<file path="src/rtl/alien_pkg.sv">
// Shared formation geometry, sprite-type encoding and row-to-type mapping for the alien fetch path.
// Latency: n/a (constants and a pure function only).
// Backpressure: n/a.
package alien_pkg;

  localparam int COLS   = 11;  // formation columns
  localparam int ROWS   = 5;   // formation rows
  localparam int SPR_W  = 16;  // sprite width in pixels
  localparam int SPR_H  = 15;  // sprite height in pixels
  localparam int CELL_W = 24;  // horizontal cell pitch, >= SPR_W
  localparam int CELL_H = 20;  // vertical cell pitch, >= SPR_H

  // 3 sprite types x 2 walk frames x SPR_H rows x SPR_W pixels
  localparam int SPRITE_WORDS = 1440;

  typedef enum logic [1:0] {
    ALIEN_SQUID = 2'd0,
    ALIEN_CRAB  = 2'd1,
    ALIEN_OCTO  = 2'd2
  } alien_type_e;

  // Top row is squids, next two crabs, bottom two octopuses.
  function automatic alien_type_e row_to_type(input logic [2:0] row);
    if (row == 3'd0) begin
      return ALIEN_SQUID;
    end else if (row <= 3'd2) begin
      return ALIEN_CRAB;
    end else begin
      return ALIEN_OCTO;
    end
  endfunction

endpackage

</file>
<file path="src/rtl/alien_anim_timer.sv">
// Two-frame walk animation: counts frame_start pulses and toggles anim_frame every STEP_FRAMES pulses.
// Latency: anim_frame changes on the clock edge that samples the STEP_FRAMES-th frame_start.
// Backpressure: none; frame_start is consumed unconditionally.
// Ports: clk_i clock, rst_i async active-high reset, frame_start_i frame pulse, anim_frame_o current walk frame.
module alien_anim_timer #(
  parameter int STEP_FRAMES = 30
) (
  input  logic clk_i,
  input  logic rst_i,
  input  logic frame_start_i,
  output logic anim_frame_o
);

  localparam int CW = (STEP_FRAMES > 1) ? $clog2(STEP_FRAMES) : 1;

  logic [CW-1:0] cnt_q, cnt_d;
  logic          anim_q, anim_d;

  always_comb begin
    cnt_d  = cnt_q;
    anim_d = anim_q;
    if (frame_start_i) begin
      if (cnt_q == CW'(STEP_FRAMES - 1)) begin
        cnt_d  = '0;
        anim_d = ~anim_q;
      end else begin
        cnt_d = cnt_q + 1'b1;
      end
    end
  end

  always_ff @(posedge clk_i or posedge rst_i) begin
    if (rst_i) begin
      cnt_q  <= '0;
      anim_q <= 1'b0;
    end else begin
      cnt_q  <= cnt_d;
      anim_q <= anim_d;
    end
  end

  assign anim_frame_o = anim_q;

endmodule

</file>
<file path="src/rtl/alien_sprite_fetch.sv">
// Per-pixel alien sprite fetch: maps DrawX/DrawY to a formation cell, addresses sprite RAM, emits pixel_on/color_idx.
// Latency: DrawX/DrawY to pixel_on/color_idx/hit_* is 3 cycles; read_address is registered 1 cycle after the pixel.
// Backpressure: none; fully pipelined, one pixel per cycle, never stalls.
// Ports: Clk/Reset (async active-high); frame_start loads origin_x/origin_y/alive shadows; DrawX/DrawY pixel in;
//        read_address -> sprite RAM, ram_data <- RAM (1-cycle latency, [2:0] palette, 0 = transparent);
//        pixel_on/color_idx/hit_col/hit_row to colour mapper.
// Optional: define ALIEN_BBOX_EN to force the sprite-box outline of every live cell to palette index 7.
module alien_sprite_fetch
  import alien_pkg::*;
#(
  parameter int STEP_FRAMES = 30
) (
  input  logic                 Clk,
  input  logic                 Reset,
  input  logic                 frame_start,
  input  logic [9:0]           DrawX,
  input  logic [9:0]           DrawY,
  input  logic [9:0]           origin_x,
  input  logic [9:0]           origin_y,
  input  logic [COLS*ROWS-1:0] alive,
  output logic [18:0]          read_address,
  input  logic [4:0]           ram_data,
  output logic                 pixel_on,
  output logic [2:0]           color_idx,
  output logic [3:0]           hit_col,
  output logic [2:0]           hit_row
);

  localparam int SXW = $clog2(SPR_W);
  localparam int SYW = $clog2(SPR_H);
  localparam int CIW = $clog2(COLS * ROWS);

  logic anim_frame;

  alien_anim_timer #(
    .STEP_FRAMES(STEP_FRAMES)
  ) u_anim (
    .clk_i        (Clk),
    .rst_i        (Reset),
    .frame_start_i(frame_start),
    .anim_frame_o (anim_frame)
  );

  // Frame-synchronous shadows; all pixel math reads these so the formation never tears mid-frame.
  logic [9:0]           sh_origin_x_q, sh_origin_x_d;
  logic [9:0]           sh_origin_y_q, sh_origin_y_d;
  logic [COLS*ROWS-1:0] sh_alive_q,    sh_alive_d;

  // Pipeline registers.
  logic [18:0] read_address_q, read_address_d;
  logic        valid1_q, valid1_d, valid2_q;
  logic [3:0]  col1_q, col1_d, col2_q;
  logic [2:0]  row1_q, row1_d, row2_q;
  logic        pixel_on_q, pixel_on_d;
  logic [2:0]  color_idx_q, color_idx_d;
  logic [3:0]  hit_col_q, hit_col_d;
  logic [2:0]  hit_row_q, hit_row_d;

  // Stage-1 combinational terms.
  logic signed [10:0] rx, ry;
  logic [9:0]         col_full, row_full, sx, sy;
  logic               cell_ok, in_spr;
  logic [CIW-1:0]     cell_idx;
  alien_type_e        spr_type;
  logic [10:0]        addr;

  // Zero-extend before subtracting so an origin to the right of/below the pixel goes negative instead of wrapping.
  assign rx = $signed({1'b0, DrawX}) - $signed({1'b0, sh_origin_x_q});
  assign ry = $signed({1'b0, DrawY}) - $signed({1'b0, sh_origin_y_q});

  always_comb begin
    col_full = rx[9:0] / 10'(CELL_W);
    row_full = ry[9:0] / 10'(CELL_H);
    sx       = rx[9:0] - 10'(col_full * 10'(CELL_W));
    sy       = ry[9:0] - 10'(row_full * 10'(CELL_H));
    cell_ok  = !rx[10] && !ry[10] && (col_full < 10'(COLS)) && (row_full < 10'(ROWS));
    // Only meaningful when cell_ok; otherwise it may point past the bitmap and is masked below.
    cell_idx = CIW'(row_full[2:0]) * CIW'(COLS) + CIW'(col_full[3:0]);
    in_spr   = cell_ok && (sx < 10'(SPR_W)) && (sy < 10'(SPR_H)) && sh_alive_q[cell_idx];
    spr_type = row_to_type(row_full[2:0]);
    // {type, frame} equals type*2 + anim_frame.
    addr     = (11'({spr_type, anim_frame}) * 11'(SPR_H) + 11'(sy[SYW-1:0])) * 11'(SPR_W)
             + 11'(sx[SXW-1:0]);
  end

  always_comb begin
    sh_origin_x_d = sh_origin_x_q;
    sh_origin_y_d = sh_origin_y_q;
    sh_alive_d    = sh_alive_q;
    if (frame_start) begin
      sh_origin_x_d = origin_x;
      sh_origin_y_d = origin_y;
      sh_alive_d    = alive;
    end

    read_address_d = in_spr ? 19'(addr) : '0;
    valid1_d       = in_spr;
    col1_d         = in_spr ? col_full[3:0] : '0;
    row1_d         = in_spr ? row_full[2:0] : '0;
  end

`ifdef ALIEN_BBOX_EN
  logic border1_q, border1_d, border2_q;
  always_comb begin
    border1_d = in_spr && ((sx == 10'd0) || (sx == 10'(SPR_W - 1)) ||
                           (sy == 10'd0) || (sy == 10'(SPR_H - 1)));
  end
  always_ff @(posedge Clk or posedge Reset) begin
    if (Reset) begin
      border1_q <= 1'b0;
      border2_q <= 1'b0;
    end else begin
      border1_q <= border1_d;
      border2_q <= border1_q;
    end
  end
`endif

  // Stage 3: ram_data now corresponds to the address issued two cycles ago; bits [4:3] carry nothing for us.
  logic       unused_ram_hi;
  logic       pix_on;
  logic [2:0] pix_color;
  assign unused_ram_hi = ^ram_data[4:3];

  always_comb begin
`ifdef ALIEN_BBOX_EN
    pix_on    = valid2_q && ((ram_data[2:0] != 3'd0) || border2_q);
    pix_color = border2_q ? 3'd7 : ram_data[2:0];
`else
    pix_on    = valid2_q && (ram_data[2:0] != 3'd0);
    pix_color = ram_data[2:0];
`endif
    pixel_on_d  = pix_on;
    color_idx_d = pix_on ? pix_color : '0;
    hit_col_d   = pix_on ? col2_q : '0;
    hit_row_d   = pix_on ? row2_q : '0;
  end

  always_ff @(posedge Clk or posedge Reset) begin
    if (Reset) begin
      sh_origin_x_q  <= '0;
      sh_origin_y_q  <= '0;
      sh_alive_q     <= '0;
      read_address_q <= '0;
      valid1_q       <= 1'b0;
      col1_q         <= '0;
      row1_q         <= '0;
      valid2_q       <= 1'b0;
      col2_q         <= '0;
      row2_q         <= '0;
      pixel_on_q     <= 1'b0;
      color_idx_q    <= '0;
      hit_col_q      <= '0;
      hit_row_q      <= '0;
    end else begin
      sh_origin_x_q  <= sh_origin_x_d;
      sh_origin_y_q  <= sh_origin_y_d;
      sh_alive_q     <= sh_alive_d;
      read_address_q <= read_address_d;
      valid1_q       <= valid1_d;
      col1_q         <= col1_d;
      row1_q         <= row1_d;
      valid2_q       <= valid1_q;
      col2_q         <= col1_q;
      row2_q         <= row1_q;
      pixel_on_q     <= pixel_on_d;
      color_idx_q    <= color_idx_d;
      hit_col_q      <= hit_col_d;
      hit_row_q      <= hit_row_d;
    end
  end

  assign read_address = read_address_q;
  assign pixel_on     = pixel_on_q;
  assign color_idx    = color_idx_q;
  assign hit_col      = hit_col_q;
  assign hit_row      = hit_row_q;

endmodule

</file>
<file path="config.mk">
export PLATFORM = sky130hd
export DESIGN_NAME = alien_sprite_fetch
export DESIGN_NICKNAME = d
export VERILOG_FILES = /design/src/rtl/alien_pkg.sv /design/src/rtl/alien_anim_timer.sv /design/src/rtl/alien_sprite_fetch.sv
export SDC_FILE = /design/constraint.sdc
export NUM_CORES = 1
export LEC_CHECK = 0
export ABC_CLOCK_PERIOD_IN_PS = 11000
export CORE_UTILIZATION = 70
export DETAILED_ROUTE_END_ITERATION = 10
export DONT_BUFFER_PORTS = 1
export PLACE_DENSITY = 0.86
export SETUP_SLACK_MARGIN = 0.05
export SLEW_MARGIN = 20
export SYNTH_ARGS = -nofsm -noshare
export SYNTH_HDL_FRONTEND = slang
export SYNTH_SLANG_ARGS = --single-unit
</file>
<file path="constraint.sdc">
create_clock -name Clk -period 11 [get_ports Clk]
set_input_delay 1.65 -clock Clk [delete_from_list [all_inputs] [get_ports Clk]]
set_output_delay 1.65 -clock Clk [all_outputs]
set_load 0.1 [all_outputs]
</file>
==> impl_results.md, run 1 <==
* Slew HR at 32.9%
* Hold/Removal Path Class: reg -> reg
* Root Buffer: clkbuf_16
* Cts bufs inserted at 17
* Post-route clock skew at 0.0122 ns
* Clock latency on the worst-skew pair at 0.43 ns
* First-pass GRT wire length at 32.2 mm
* Sequential element share of the synthesized area at 34.9%
* Cells after synthesis at 850
* R2r startpoint: sh_origin_y_q[0]
* Drt drc at 0
* Clock transition at the registers of the reported paths at 0.06 ns
* Final net count at 1027
* Tcrit/Tclk final at 83.7%
* Final number of setup-violating endpoints at 0
* Final ANT Viol Nets at 0
* Depth of the most critical reg-to-reg path at 25
* CP endpoint kind: register
* Area leader, netlist: dfrtp_1
* Pre-antenna DRT Iters at 5
* Synth warn at 0
* CP required at 11.32 ns
* RD Place Congestion at 0.910
* Number of flops mapped to enable cells by yosys at 0
* Num ports at 133
* Share of cells above drive strength 1 at 15.8%
* Layout fillers at 713
* Post-CTS Resized at 0
* Worst hold start: valid1_q
* Crit-path max FO at 18
* Final Cell Area at 9140 um2
* Most numerous cell on the critical path: ha_1
* Hold endpoint: valid2_q
* Yosys reg bits at 119
* Total die area at 12600 um2
* F_max at 109 MHz
* Area growth, synth to finish at 7.11%
* CP max stage delay at 0.82 ns
* GRT Total Usage at 33.3%
* Die Span Y at 112 um
* Cells after DPL at 959
* Worst Tran Pin Value at 1.01 ns
* Syn Area/Cell at 10.0 um2
* Crit-path leading delay family: compound AO/OA/AOI/OAI gates
* Diode count at 0
* Hold Vio Cnt, Final at 0
* Synth top area cells: dfrtp_1 35%, ha_1 11%, mux2_2 7.9%, mux4_2 4.2%, inv_1 3.5%
* Unique masters post-synth at 84
* CP Launch Type: primary input
* Hold-fix buffers at CTS at 0
* WP buf/inv at 5
* Fin. max-slew vios at 0
* Setup tns final at 0 ns
* Via Count at 6581
* Post-placement cell area at 8520 um2
* Initial core utilization at 73.1%
* Critical path data arrival time at 9.53 ns
* RSZ-0062 raised after global routing: false
* Ys flop type: dfrtp_1
* Clock Path Buffers at 2
* Synth Cell Area at 8530 um2
* Post-synth top cells: 119 x dfrtp_1, 79 x inv_1, 75 x ha_1
* Initial drt markers at 522
* Vias in the first global route at 6556
* Setup Crit Path Kind: in -> reg
* Slowest cell on crit path: a2111o_1
* Final HPWL DP at 13.6 mm
* Worst hold stages at 0
* FF-to-FF setup slack at 2.60 ns
* Vias/cell at 6.64
* Top-count cell post-synth: dfrtp_1
* Core area at 11700 um2
* # Max-Cap Violations at 0
* Post-synth top area share at 34.9%
* Total wire length at 20.0 mm
* Global route overflow at 0
* Ys async rst share at 100%
* Clock sinks at 119
* Buffer count from post-CTS setup fixing at 0
* Antenna violations before repair at 0
* Largest net degree at the start of global routing at 104
* Non-Filler Instances at 991
* Reg area at 2980 um2
* CTS tree: done
* Multi-input logic area at 5030 um2
* Cell Rows at 39
* Min Tclk post-route at 9.21 ns
* WL per Instance at 20.2 um
* # port buffers at 0
* Chip Width at 112 um
* Outcome: completed
* H-tree levels at 4
* R2r endpoint: read_address[3]
-- layout make-up --
| class | count | area share, % |
|---|---|---|
| clock buffer | 19 | 4.85 |
| clock inverter | 13 | 1.86 |
| inverter | 84 | 3.48 |
| multi-input combinational | 611 | 55.1 |
| sequential | 119 | 32.6 |
| tap | 143 | 1.96 |
| timing repair buffer | 2 | 0.164 |
-- sequential cells by signal, summed over array words and instances (netlist names), 3 cells and up --
register,cells
sh_alive_q,55
read_address,11
sh_origin_x_q,10
sh_origin_y_q,10
u_anim.cnt_q,5
col1_q,4
col2_q,4
hit_col,4
color_idx,3
hit_row,3
row1_q,3
row2_q,3
-- cells by family after synthesis --
group | Yosys count | share of synthesized area, %
muxes | 85 | 13.2
buffers and inverters | 127 | 6.38
xor gates and xnor gates | 30 | 3.17
DFF | 119 | 34.9
other | 1 | 0.0440
and+or+nand+nor | 195 | 12.2
AOI/OAI and AO/OA | 202 | 15.6
adders and majority gates | 91 | 14.5
-- metal layers --
metal  routed length (um)  global-route usage, %  up-vias
li1                     -                      -     2999
met1                 7740                   39.1     3192
met2                10100                   56.7      337
met3                 1520                   8.59       53
met4                  689                   17.0        0
met5                    0                      0        -
-- worst reg2reg max path, stage by stage (launching register included) --
cell	delay, ns
dfrtp_1	0.41
ha_1	0.20
inv_1	0.05
fa_1	0.41
a21o_1	0.21
a221oi_4	0.41
nor3_1	0.08
a311o_1	0.48
a21boi_1	0.19
o221a_2	0.34
nand3_4	0.15
inv_2	0.11
maj3_2	0.31
a211oi_2	0.52
inv_1	0.25
ha_1	0.37
ha_1	0.29
ha_1	0.81
mux4_2	0.61
mux4_2	0.48
a21oi_1	0.21
mux2i_1	0.13
nand3_1	0.13
a2111o_1	0.82
buf_4	0.29
nor2_4	0.03
-- how the worst max path moves through the flow --
| stage | from | to | cells after the start |
|---|---|---|---|
| final | DrawY[0] | read_address[3] | 26 |
| after floorplan | DrawY[0] | row1_q[1] | 30 |
| after global placement | DrawY[0] | read_address[3] | 26 |
| after detailed placement | DrawY[0] | read_address[3] | 26 |
| after global routing | DrawY[0] | read_address[3] | 26 |
| after CTS | DrawY[0] | read_address[3] | 26 |
-- per-stage QoR --
| step | setup slack, ns | hold slack (ns) | util [%] |
|---|---|---|---|
| 5_1_grt | 1.41 | 0.353 | 78.4 |
| 2_1_floorplan | 2.86 | 0.331 | - |
| 3_3_place_gp | 1.63 | 0.332 | 73.1 |
| 4_1_cts | 1.83 | 0.346 | 78.4 |
| 3_5_place_dp | 1.47 | 0.336 | 73.1 |
| 6_report | 1.79 | 0.348 | 78.4 |
-- layout by cell type, fill, tap and decap left out, types with 17 or more instances in the layout --
cell	Yosys	routed
o21ai_0	51	51
nor2_1	37	37
a21oi_1	52	52
xnor2_1	17	17
ha_1	75	75
nand2_1	51	51
a21o_1	20	20
dfrtp_1	119	119
clkbuf_16	0	17
mux2_2	60	60
inv_1	79	78
Power of run 1 is left out: the tool's default activity adds up to more than one toggle a clock period on the data nets, which glitch-free logic cannot reach.
==> run 2, diff against run 1 <==
--- a/config.mk
+++ b/config.mk
@@ -5,11 +5,11 @@
 export SDC_FILE = /design/constraint.sdc
 export NUM_CORES = 1
 export LEC_CHECK = 0
-export ABC_CLOCK_PERIOD_IN_PS = 11000
-export CORE_UTILIZATION = 70
+export ABC_CLOCK_PERIOD_IN_PS = 8000
+export CORE_UTILIZATION = 59
 export DETAILED_ROUTE_END_ITERATION = 10
 export DONT_BUFFER_PORTS = 1
-export PLACE_DENSITY = 0.86
+export PLACE_DENSITY = 0.78
 export SETUP_SLACK_MARGIN = 0.05
 export SLEW_MARGIN = 20
 export SYNTH_ARGS = -nofsm -noshare
==> constraint.sdc (replaced) <==
create_clock -name Clk -period 8 [get_ports Clk]
set_input_delay 1.2 -clock Clk [delete_from_list [all_inputs] [get_ports Clk]]
set_output_delay 1.2 -clock Clk [all_outputs]
set_load 0.1 [all_outputs]
==> run 2 against run 1 <==
Via count decreased by 2.6%; clock skew decreased by 0.0033 ns; sequential share of layout area shrank 0.41 points; design area rose by 1.3%; hold slack lost 0.0028 ns; die area grew 18%.
==> impl_results.md, run 2 (synthesis results as in run 1) <==
* Core area at 14000 um2 (+20%)
* FF-to-FF setup slack at 0.83 ns (-1.77 ns)
* Crit-path max FO at 19 (+1)
* Setup tns final at 0 ns (unchanged)
* Antenna violations before repair at 0 (unchanged)
* Slowest cell on crit path: fa_1
* CP Launch Type: primary input
* Initial core utilization at 61.0% (-12 points)
* Final number of setup-violating endpoints at 0 (unchanged)
* Root Buffer: clkbuf_16
* Chip Width at 122 um (+8.8%)
* Most numerous cell on the critical path: inv_1
* Largest reg by FF count: sh_alive_q
* Setup Crit Path Kind: in -> reg
* Vias/cell at 6.16 (-7.2%)
* Reg area at 2980 um2 (unchanged)
* Final HPWL DP at 13.8 mm (+2.1%)
* CTS tree: done
* F_max at 133 MHz
* Clock transition at the registers of the reported paths at 0.05 ns (about the same)
* CP max stage delay at 0.58 ns (-0.24 ns)
* CP required at 8.34 ns (-2.98 ns)
* Met2 Use GR at 45.3% (-11 points)
* Final net count at 1038 (+1.1%)
* R2r startpoint: sh_origin_x_q[1]
* Hold Vio Cnt, Final at 0 (unchanged)
* Hold/Removal Path Class: reg -> reg
* Outcome: completed
* GRT Total Usage at 26.0% (-7.3 points)
* Total wire length at 18.6 mm (-6.9%)
* CP startpoint: DrawX[2]
* Critical path data arrival time at 7.87 ns (-1.66 ns)
* Depth of the most critical reg-to-reg path at 26 (+4.0%)
* Worst Tran Pin Value at 0.882 ns (-0.125 ns)
* Buffer count from post-CTS setup fixing at 0 (unchanged)
* Min Tclk post-route at 7.54 ns
* Drt drc at 0 (unchanged)
* First-pass GRT wire length at 30.1 mm (-6.3%)
* Post-CTS Resized at 0 (unchanged)
* Initial drt markers at 565 (+8.2%)
* Die Span Y at 122 um (+8.8%)
* Met3 Usage GRT at 7.48% (-1.1 points)
* Gr busiest metal: met2
* Vias in the first global route at 6513 (-0.66%)
* Crit path to: col1_q[0]
* Area growth, synth to finish at 8.46%
* Fin. max-slew vios at 0 (unchanged)
* Grt met1 use at 30.5% (-8.6 points)
* Slew HR at 41.2% (+8.4 points)
* # port buffers at 0 (unchanged)
* Cts bufs inserted at 17 (unchanged)
* Cell Rows at 43 (+10%)
* Multi-input logic area at 5030 um2 (unchanged)
* Post-route clock skew at 0.00886 ns (-0.00333 ns)
* CP endpoint kind: register
* Max reg flops at 55 (unchanged)
* Layout fillers at 1091 (+53%)
* R2r endpoint: col1_q[0]
* Commonest non-fill, non-tap cell in the layout: dfrtp_1
* Clock latency on the worst-skew pair at 0.42 ns (about the same)
* Clock sinks at 119 (unchanged)
* Post-placement cell area at 8670 um2 (+1.7%)
* Most frequent cells in the layout: 119 x dfrtp_1, 78 x inv_1, 75 x ha_1
* RD Place Congestion at 0.904 (-0.62%)
* Pre-antenna DRT Iters at 7 (+2)
* RSZ-0062 raised after global routing: false
* Largest net degree at the start of global routing at 104 (unchanged)
* Via Count at 6407 (-2.6%)
* WL per Instance at 17.9 um (-11%)
* Final Cell Area at 9250 um2 (+1.3%)
* Tcrit/Tclk final at 94.2%
* Hold-fix buffers at CTS at 0 (unchanged)
* Num ports at 133 (unchanged)
* H-tree levels at 4 (unchanged)
* Global route overflow at 0 (unchanged)
* Final ANT Viol Nets at 0 (unchanged)
* # Max-Cap Violations at 0 (unchanged)
* Clock Path Buffers at 2 (unchanged)
* Share of cells above drive strength 1 at 17.0% (+1.2 points)
* Total die area at 14900 um2 (+18%)
-- run 2: cell types whose count changed in the layout (fill, tap and decap cells not counted), sizes merged --
cell	delta
buf	+11
clkinv	+1
diode	+1
clkinvlp	-2
clkbuf	+1
inv	+2
bufinv	-2
-- run 2: worst min-delay path by stage --
| stage | start | to | slack (ns) | depth (start not counted) |
|---|---|---|---|---|
| floorplan | col1_q[0] | col2_q[0] | 0.33 | 0 |
| global placement | col1_q[1] | col2_q[1] | 0.33 | 0 |
| detailed placement | col1_q[1] | col2_q[1] | 0.33 | 0 |
| CTS | col1_q[1] | col2_q[1] | 0.35 | 0 |
| global route | col1_q[1] | col2_q[1] | 0.35 | 0 |
| finish | row1_q[1] | row2_q[1] | 0.35 | 0 |
-- run 2: layout make-up --
cell class,instances,area share [%]
diodes,1,0.0270
flip-flops and latches,119,32.2
clock buffers,20,5.04
inverters,84,3.43
well taps,180,2.43
repair buffers,13,1.19
multi-input cells,611,54.4
clock inverters,12,1.27
-- run 2: critical path: cells and delay by family --
| family | cells | cell delay [ns] |
|---|---|---|
| AOI/OAI and AO/OA | 9 | 2.35 |
| xor gates and xnor gates | 1 | 0.16 |
| adders and majority gates | 3 | 1.23 |
| buffers and inverters | 4 | 0.72 |
| and+or+nand+nor | 8 | 2.20 |
-- run 2: per-stage QoR --
step	hold slack, ns	utilization [%]	setup WS, ns	cells
detailed placement	0.335	61.9	0.140	1007
global placement	0.334	61.9	0.328	1007
finish	0.345	66.1	0.464	1040
global route	0.352	66.1	0.0857	1039
floorplan	0.331	-	0.308	857
CTS	0.346	66.1	0.558	1039
-- run 2: layer usage --
metal	routed length (um)	up-vias
met5	0	-
met4	357	0
met3	1510	45
met2	9350	275
met1	7420	3078
li1	-	3009
Power of run 2 is left out for the same reason.
